File: src/rtl/sd_card_dat_responder_if.sv
// DAT0 bus bundle between an SD host and the card-side write-data responder.
// The card connects through the slave modport and the host or bench through master.
interface sd_card_dat_responder_if;
  logic        enable;
  logic        dat_in;
  logic        dat_out;
  logic        dat_oe;
  logic [31:0] data_word;
  logic        word_valid;
  logic        block_done;
  logic        crc_ok;
  logic        frame_err;
  logic        busy;

  modport master (
    output enable,
    output dat_in,
    input  dat_out,
    input  dat_oe,
    input  data_word,
    input  word_valid,
    input  block_done,
    input  crc_ok,
    input  frame_err,
    input  busy
  );

  modport slave (
    input  enable,
    input  dat_in,
    output dat_out,
    output dat_oe,
    output data_word,
    output word_valid,
    output block_done,
    output crc_ok,
    output frame_err,
    output busy
  );
endinterface

File: src/rtl/sd_card_dat_responder.sv
// Card-side DAT0 write responder: receives a data block with its CRC16,
// then answers with an Ncrc gap, a CRC status token and a busy period.
module sd_card_dat_responder #(
  parameter int BLOCK_WORDS = 1,
  parameter int BUSY_CYCLES = 8,
  parameter int NCRC        = 2
) (
  input  logic                   sd_clock,
  input  logic                   reset,
  sd_card_dat_responder_if.slave bus
);

  localparam int DATA_BITS = 32 * BLOCK_WORDS;
  localparam int MAX_AB    = (DATA_BITS > BUSY_CYCLES) ? DATA_BITS : BUSY_CYCLES;
  localparam int CNT_MAX   = (MAX_AB > NCRC) ? MAX_AB : NCRC;
  localparam int CNT_W     = $clog2(CNT_MAX + 1);
  localparam int NCRC_LAST = (NCRC > 0) ? NCRC - 1 : 0;
  localparam int BUSY_LAST = (BUSY_CYCLES > 0) ? BUSY_CYCLES - 1 : 0;

  typedef enum logic [2:0] {
    IDLE,
    RX_DATA,
    RX_CRC,
    RX_END,
    WAIT_NCRC,
    TX_TOKEN,
    BUSY
  } state_t;

  state_t           state;
  state_t           state_nxt;
  logic [CNT_W-1:0] cnt;
  logic [30:0]      shreg;
  logic [15:0]      crc_calc;
  logic [14:0]      crc_rx;
  logic [31:0]      data_word;
  logic             word_valid;
  logic             block_done;
  logic             crc_ok;
  logic             frame_err;
  logic             dat_oe;
  logic             dat_out;
  logic             busy;
  logic [4:0]       token;
  logic [2:0]       tok_idx;
  logic             start_bit;
  logic             last_data;
  logic             last_crc;
  logic             last_ncrc;
  logic             last_tok;
  logic             last_busy;

  // CRC16-CCITT step (x^16+x^12+x^5+1), one bit in, MSB first.
  function automatic logic [15:0] crc16_step(input logic [15:0] c, input logic b);
    logic fb;
    fb = c[15] ^ b;
    return {c[14:0], 1'b0} ^ (fb ? 16'h1021 : 16'h0000);
  endfunction

  assign start_bit = bus.enable && !bus.dat_in;
  assign last_data = (cnt == CNT_W'(DATA_BITS - 1));
  assign last_crc  = (cnt == CNT_W'(15));
  assign last_ncrc = (cnt == CNT_W'(NCRC_LAST));
  assign last_tok  = (cnt == CNT_W'(4));
  assign last_busy = (cnt == CNT_W'(BUSY_LAST));

  // Token is sent MSB first: start 0, status 010 (good) or 101 (bad), end 1.
  assign token   = {1'b0, (crc_ok ? 3'b010 : 3'b101), 1'b1};
  assign tok_idx = 3'd4 - cnt[2:0];

  always_comb begin
    state_nxt = state;
    dat_oe    = 1'b0;
    dat_out   = 1'b1;
    busy      = 1'b0;
    case (state)
      IDLE: begin
        if (start_bit) state_nxt = RX_DATA;
      end
      RX_DATA: begin
        if (last_data) state_nxt = RX_CRC;
      end
      RX_CRC: begin
        if (last_crc) state_nxt = RX_END;
      end
      RX_END: begin
        if (bus.dat_in) state_nxt = (NCRC > 0) ? WAIT_NCRC : TX_TOKEN;
        else            state_nxt = IDLE;
      end
      WAIT_NCRC: begin
        if (last_ncrc) state_nxt = TX_TOKEN;
      end
      TX_TOKEN: begin
        dat_oe  = 1'b1;
        dat_out = token[tok_idx];
        busy    = 1'b1;
        if (last_tok) state_nxt = (BUSY_CYCLES > 0) ? BUSY : IDLE;
      end
      BUSY: begin
        dat_oe  = 1'b1;
        dat_out = 1'b0;
        busy    = 1'b1;
        if (last_busy) state_nxt = IDLE;
      end
      default: state_nxt = IDLE;
    endcase
  end

  always_ff @(posedge sd_clock) begin
    if (reset) begin
      state      <= IDLE;
      cnt        <= '0;
      shreg      <= '0;
      crc_calc   <= '0;
      crc_rx     <= '0;
      data_word  <= '0;
      word_valid <= 1'b0;
      block_done <= 1'b0;
      crc_ok     <= 1'b0;
      frame_err  <= 1'b0;
    end else begin
      state      <= state_nxt;
      word_valid <= 1'b0;
      block_done <= 1'b0;
      frame_err  <= 1'b0;
      // One shared counter restarts on every state change.
      if (state_nxt != state || state == IDLE) cnt <= '0;
      else                                     cnt <= cnt + 1'b1;
      case (state)
        IDLE: begin
          if (start_bit) begin
            crc_calc <= '0;
            crc_ok   <= 1'b0;
          end
        end
        RX_DATA: begin
          shreg    <= {shreg[29:0], bus.dat_in};
          crc_calc <= crc16_step(crc_calc, bus.dat_in);
          if (cnt[4:0] == 5'd31) begin
            data_word  <= {shreg, bus.dat_in};
            word_valid <= 1'b1;
          end
        end
        RX_CRC: begin
          crc_rx <= {crc_rx[13:0], bus.dat_in};
          if (last_crc) crc_ok <= ({crc_rx, bus.dat_in} == crc_calc);
        end
        RX_END: begin
          if (!bus.dat_in) begin
            frame_err  <= 1'b1;
            block_done <= 1'b1;
          end
        end
        TX_TOKEN: begin
          if (last_tok && BUSY_CYCLES == 0) block_done <= 1'b1;
        end
        BUSY: begin
          if (last_busy) block_done <= 1'b1;
        end
        default: ;
      endcase
    end
  end

  assign bus.dat_out    = dat_out;
  assign bus.dat_oe     = dat_oe;
  assign bus.busy       = busy;
  assign bus.data_word  = data_word;
  assign bus.word_valid = word_valid;
  assign bus.block_done = block_done;
  assign bus.crc_ok     = crc_ok;
  assign bus.frame_err  = frame_err;

endmodule

File: src/flat_wrapper.sv
// flat-port wrapper written by rule: the top's interface ports become plain ports
module sd_card_dat_responder_flat 
#(
  parameter int BLOCK_WORDS = 1,
  parameter int BUSY_CYCLES = 8,
  parameter int NCRC        = 2
)
  (sd_clock, reset, bus_enable, bus_dat_in, bus_dat_out, bus_dat_oe, bus_data_word, bus_word_valid, bus_block_done, bus_crc_ok, bus_frame_err, bus_busy);
  sd_card_dat_responder_if bus_i ();
  input  logic sd_clock;
  input  logic reset;
  input wire logic [$bits(bus_i.enable)-1:0] bus_enable;
  input wire logic [$bits(bus_i.dat_in)-1:0] bus_dat_in;
  output wire logic [$bits(bus_i.dat_out)-1:0] bus_dat_out;
  output wire logic [$bits(bus_i.dat_oe)-1:0] bus_dat_oe;
  output wire logic [$bits(bus_i.data_word)-1:0] bus_data_word;
  output wire logic [$bits(bus_i.word_valid)-1:0] bus_word_valid;
  output wire logic [$bits(bus_i.block_done)-1:0] bus_block_done;
  output wire logic [$bits(bus_i.crc_ok)-1:0] bus_crc_ok;
  output wire logic [$bits(bus_i.frame_err)-1:0] bus_frame_err;
  output wire logic [$bits(bus_i.busy)-1:0] bus_busy;
  assign bus_i.enable = bus_enable;
  assign bus_i.dat_in = bus_dat_in;
  assign bus_dat_out = bus_i.dat_out;
  assign bus_dat_oe = bus_i.dat_oe;
  assign bus_data_word = bus_i.data_word;
  assign bus_word_valid = bus_i.word_valid;
  assign bus_block_done = bus_i.block_done;
  assign bus_crc_ok = bus_i.crc_ok;
  assign bus_frame_err = bus_i.frame_err;
  assign bus_busy = bus_i.busy;
  sd_card_dat_responder #(.BLOCK_WORDS(BLOCK_WORDS), .BUSY_CYCLES(BUSY_CYCLES), .NCRC(NCRC)) u_core (.sd_clock(sd_clock), .reset(reset), .bus(bus_i));
endmodule
File: config.mk
export PLATFORM = sky130hd
export DESIGN_NAME = sd_card_dat_responder_flat
export DESIGN_NICKNAME = d
export VERILOG_FILES = /design/src/rtl/sd_card_dat_responder_if.sv /design/src/rtl/sd_card_dat_responder.sv /design/src/flat_wrapper.sv
export SDC_FILE = /design/constraint.sdc
export NUM_CORES = 1
export LEC_CHECK = 0
export CAP_MARGIN = 0
export CORE_UTILIZATION = 60
export CTS_CLUSTER_SIZE = 25
export DETAILED_ROUTE_END_ITERATION = 7
export PLACE_DENSITY = 0.84
export SYNTH_ARGS = -nofsm -noshare
export SYNTH_HDL_FRONTEND = slang
export SYNTH_SLANG_ARGS = --single-unit
File: constraint.sdc
create_clock -name sd_clock -period 3.18 [get_ports sd_clock]
set_input_delay 0.636 -clock sd_clock [delete_from_list [all_inputs] [get_ports sd_clock]]
set_output_delay 0.636 -clock sd_clock [all_outputs]
set_load 0.02 [all_outputs]
# Word-level counts from Yosys, hierarchy flattened
# Index checks and enable logic that the tools add are counted.
# word_totals
mem_count	0
ram_bits	0
mem_bits_ro	0
reg_bits	107
latch_bits	0
in_bits	4
wordCells	69
output_inout_bits	39
# classes
div	0
multipliers	0
add_sub_neg	2
mux	23
bitwise	4
n_eq_ne	16
n_reduce_logical	13
n_lt_le_gt_ge	1
shifts	0
# op_table
operator	count
case mux 16 bit (2 select lines)	1
two-way mux 3 bit	8
case mux 3 bit (7 select lines)	1
== test 16 bit	1
two-way mux 16 bit	1
bitwise XOR 16 bit	1
two-way mux 13 bit	1
== test 6 x 3 -> 1 bit (second input constant)	2
== test 3 bit (second input constant)	3
OR reduction 2 bit	4
two-way mux 1 bit	7
adder 6 x 1 -> 6 bit (second input constant)	1
== test 3 x 2 -> 1 bit (second input constant)	2
== test 6 x 1 -> 1 bit (second input constant)	1
== test 6 x 4 -> 1 bit (second input constant)	1
== test 6 x 5 -> 1 bit (second input constant)	1
case mux 1 bit (2 select lines)	3
== test 5 bit (second input constant)	1
less-than comparator 3 x 4 -> 1 bit (second input constant)	1
inequality test 2 x 1 -> 1 bit (second input constant)	2
AND reduction 2 bit	2
nonzero test 2 bit	2
binary-select mux 1 bit (select 3 bit)	1
== test 3 x 1 -> 1 bit (second input constant)	1
9 further kinds	10

# Logic depth before layout (Yosys ltp)
# logic_depth
ltp_word	7
ltp_mapped	8

# Worst setup path after synthesis
# OpenSTA, ideal clock, no wires.
# synth_path
path_type	register -> output
start	register u_core.state[1]
end	output port bus_dat_oe
setup_slack_ns	1.084
path_stages_with_launch	6
required_time_ns	2.544
arrival_ns	1.460
cell_sequence	dfxtp_1 buf_2 inv_1 nand2_1 a21boi_0 buf_4
# synth_between
elab_chain_len	3
word_cells_on_any_way	4
classes_between	eq/ne (2); mux (1); reduce/logical (1)
# synth_lines
element	line	text
start, declared	sd_card_dat_responder.sv:30	state_t state;
start signal, assigned	sd_card_dat_responder.sv:122	state <= state_nxt;
== test 3 bit	--	
OR reduction 2 bit (no line) (*)	--	
two-way mux 1 bit (*)	--	
end, declared	flat_wrapper.sv:15	output wire logic [$bits(bus_i.dat_oe)-1:0] bus_dat_oe;
# Every way passes the cells marked *; elsewhere a longest branch is shown, timed or not.

# Worst setup path in the final report
# layout_path
start	register u_core.cnt[0]
end	output port bus_dat_out
# layout_between
elab_chain_len	4
# layout_lines
element	line	text
start, declared	sd_card_dat_responder.sv:32	logic [CNT_W-1:0] cnt;
start signal, assigned	sd_card_dat_responder.sv:128	else cnt <= cnt + 1'b1;
subtractor 3 bit	sd_card_dat_responder.sv:69	assign tok_idx = 3'd4 - cnt[2:0];
binary-select mux 1 bit (select 3 bit)	sd_card_dat_responder.sv:95	dat_out = token[tok_idx];
two-way mux 1 bit (implied by the code)	sd_card_dat_responder.sv:95	
case mux 1 bit (2 select lines)	sd_card_dat_responder.sv:76	case (state)
end, declared	flat_wrapper.sv:14	output wire logic [$bits(bus_i.dat_out)-1:0] bus_dat_out;
# No other way between the ends. The select of a mux whose other input is x is not followed.

==> impl_results.md <==
- Final WS setup: 0.323 ns
- Vias per Instance: 5.34
- Largest family of logic cells by synthesized area: simple AND/OR/NAND/NOR gates
- Yosys reg bits: ~110
- Synth Area in Adders: 1.49%
- Post-Syn Nets: between 500 and 600
- Fmax: around 350 MHz
- Share of post-route cells with drive strength above 1: under 10%
- Multiplexer share of the synthesized area: 0%
- Worst hold slack: 0.459 ns
- Non-filler cells, final: around 650
- Slew margin rel.: 35.7%
- FF-to-FF Start: u_core.state[1]$_SDFF_PP0_
- Post-synthesis simple-gate area fraction: 24.2%
- Pre-CTS setup slack: around 0.76 ns
- Routed wire length: roughly 8.2 mm
- Mapped Avg Cell Area: 8.01 µm²
- Leading cell type in the layout, fill and taps excluded: nand2_1
- GPL Wtd Cong: 0.840
- Synthesis Warnings: 0
- Root Driver: clkbuf_8
- Hold Buf Count CTS: 0
- RSZ-0062 raised after global routing: no
- Num CTS Buffers: 9
- Layout area overhead: 14.0%
- WL per Instance: 12.6 µm
- Pleak: 1.61 nW
- Setup bufs post-CTS: 0
- Die Y: 85.7 µm
- Min Tclk post-route: 2.86 ns
- Post-Syn Area: 0.00421 mm²
- DRC errors left: 0
- Fillers: 543
- Total gr overflow: 0
- Crit path required time: 2.54 ns
- WP data arrival: 2.22 ns
- Synth unique cells: 36
- Worst VDD drop: 0.281 mV
- Max-cap violations: 0
- Seq/Total Area, Yosys: 50.9%
- Die area: 0.00735 mm²
- Core area: 0.00679 mm²
- XOR/XNOR Fraction of Synth Area: ~4.8%
- Hold path start: u_core.bus.data_word[2]$_SDFFE_PP0P_
- Vias in the first global route: 3067
- Diode count: 0
- Final hold vios: 0
- Latest clock arrival within the worst-skew pair: 0.37 ns
- Max Slew Vio Count: 0
- Critical path endpoint category: output port
- Routed Antenna Nets: 0
- Status: completed
- Final Total Pwr: roughly 2.2 mW
- Initial Util: 61.9%
- Final setup violation count: 0
- Worst Setup Start Kind: register
- CTS resizes: 0
- Cell Rows: 30
- Port bufs: 42
- Clock transition at path regs: 0.11 ns
- All-layer global routing usage: 23.8%
- Dpl cells: 631
- Setup CP Type: register to output port
- Crit path max fanout: 6
- Most frequent cells in the layout: 180 x nand2_1, 107 x dfxtp_1, 97 x a21oi_1
- IO Count: 43
- First-pass DRT Iterations: 5
- Die width: about 86 µm
- TritonCTS clock tree: yes
- Mapped Cells: 525
- Layout Skew: 0.0134 ns
- Setup TNS: 0 ns
- Hold/Removal Path Class: register to register
- H-tree depth: 3
- Largest net degree at the start of global routing: 64
- Final HPWL DP: 5.35 mm
- Least-Margin Pin Slew: 0.961 ns
- Initial DRC count: 191
- Global-route wire length before repair: 14.0 mm
- Power per cell area: 464 mW/mm²
- Compound-gate portion of the synthesized area: 13.5%
- Via count: 3456
- Num Clock Sinks: 107
- Setup crit start: u_core.cnt[0]$_SDFF_PP0_
- Deepest clock path buffer count: 2
- Period utilisation layout: 89.9%
- # nets final: 555
- Antenna violations before repair: 0
[report_power, final]
part           internal, mW  switching (mW)  total [mW]  leakage (nW)
logic                0.0220          0.0648      0.0868         0.662
registers              1.34         0.00633        1.35         0.862
clock network         0.299           0.490       0.789        0.0897
total                  1.66           0.562        2.23          1.61
[state kept, by name, indices dropped and copies added, names as in the netlist]
signal,cells
u_core.cnt,6
u_core.shreg,31
u_core.bus.word_valid,1
u_core.state,3
u_core.crc_calc,16
u_core.bus.crc_ok,1
u_core.crc_rx,15
u_core.bus.block_done,1
u_core.bus.frame_err,1
u_core.bus.data_word,32
[Yosys cell counts (all sizes together)]
library cell / count / area, µm²
a2111o: 1 / 11.3
a211oi: 1 / 7.51
a21boi: 1 / 7.51
a21oi: 97 / 485
a32oi: 1 / 8.76
a41oi: 2 / 17.5
and2: 1 / 6.26
and3: 1 / 6.26
and4b: 1 / 10.0
buf: 22 / 126
clkbuf: 17 / 63.8
dfxtp: 107 / 2140
ha: 5 / 62.6
inv: 6 / 22.5
nand2: 180 / 676
nand2b: 3 / 18.8
nand3: 23 / 120
nand4: 1 / 6.26
nand4b: 1 / 8.76
nor2: 5 / 18.8
nor2b: 3 / 18.8
nor3: 8 / 40.0
nor3b: 1 / 12.5
nor4: 4 / 25.0
nor4b: 2 / 32.5
o211ai: 1 / 7.51
o21ai: 4 / 23.8
or2: 2 / 12.5
or4: 1 / 7.51
xnor2: 7 / 61.3
xor2: 16 / 140
[worst max-delay path, cell delays in order, from the launching register on]
cell	delay, ns
dfxtp_1	0.44
inv_1	0.07
ha_1	0.32
o21ai_0	0.15
a21oi_1	0.08
o21ai_0	0.16
clkdlybuf4s50_1	0.63
[worst paths after layout]
| check | to | slack (ns) | cells past startpoint |
|---|---|---|---|
| worst min register to register | u_core.bus.data_word[2]$_SDFFE_PP0P_ | 0.46 | 2 |
| worst min-delay path | u_core.bus.data_word[2]$_SDFFE_PP0P_ | 0.46 | 2 |
| worst max register to register | u_core.shreg[28]$_SDFFE_PP0P_ | 1.15 | 5 |
| worst max-delay path | bus_dat_out | 0.32 | 6 |
[cell type report]
| cell class | count | area, µm² | share of cell area, % |
|---|---|---|---|
| Clock buffer | 9 | 124 | 2.58 |
| Clock inverter | 7 | 60.1 | 1.25 |
| Inverter | 6 | 22.5 | 0.470 |
| Multi-Input combinational cell | 373 | 1860 | 38.8 |
| Sequential cell | 107 | 2140 | 44.7 |
| Tap cell | 96 | 120 | 2.50 |
| Timing Repair Buffer | 49 | 468 | 9.76 |
[logic make-up after synthesis]
| family | count (synthesis) |
|---|---|
| and+or+nand+nor | 237 |
| AOI/OAI and AO/OA | 108 |
| DFF | 107 |
| buffers and inverters | 45 |
| xor gates and xnor gates | 23 |
| adders and majority gates | 5 |
[routing by layer]
metal	routed length [µm]	global-route usage, %
met5	0	0
met4	123	7.73
met3	328	4.62
met2	3950	40.0
met1	3780	30.9
[metrics by stage]
stage	area, µm²	util [%]
after floorplan	4210	-
after global placement	4610	67.9
after detailed placement	4610	67.9
after CTS	4800	70.6
after global routing	4800	70.6
final	4800	70.6
No activity file was read; power rests on OpenSTA's default activity.
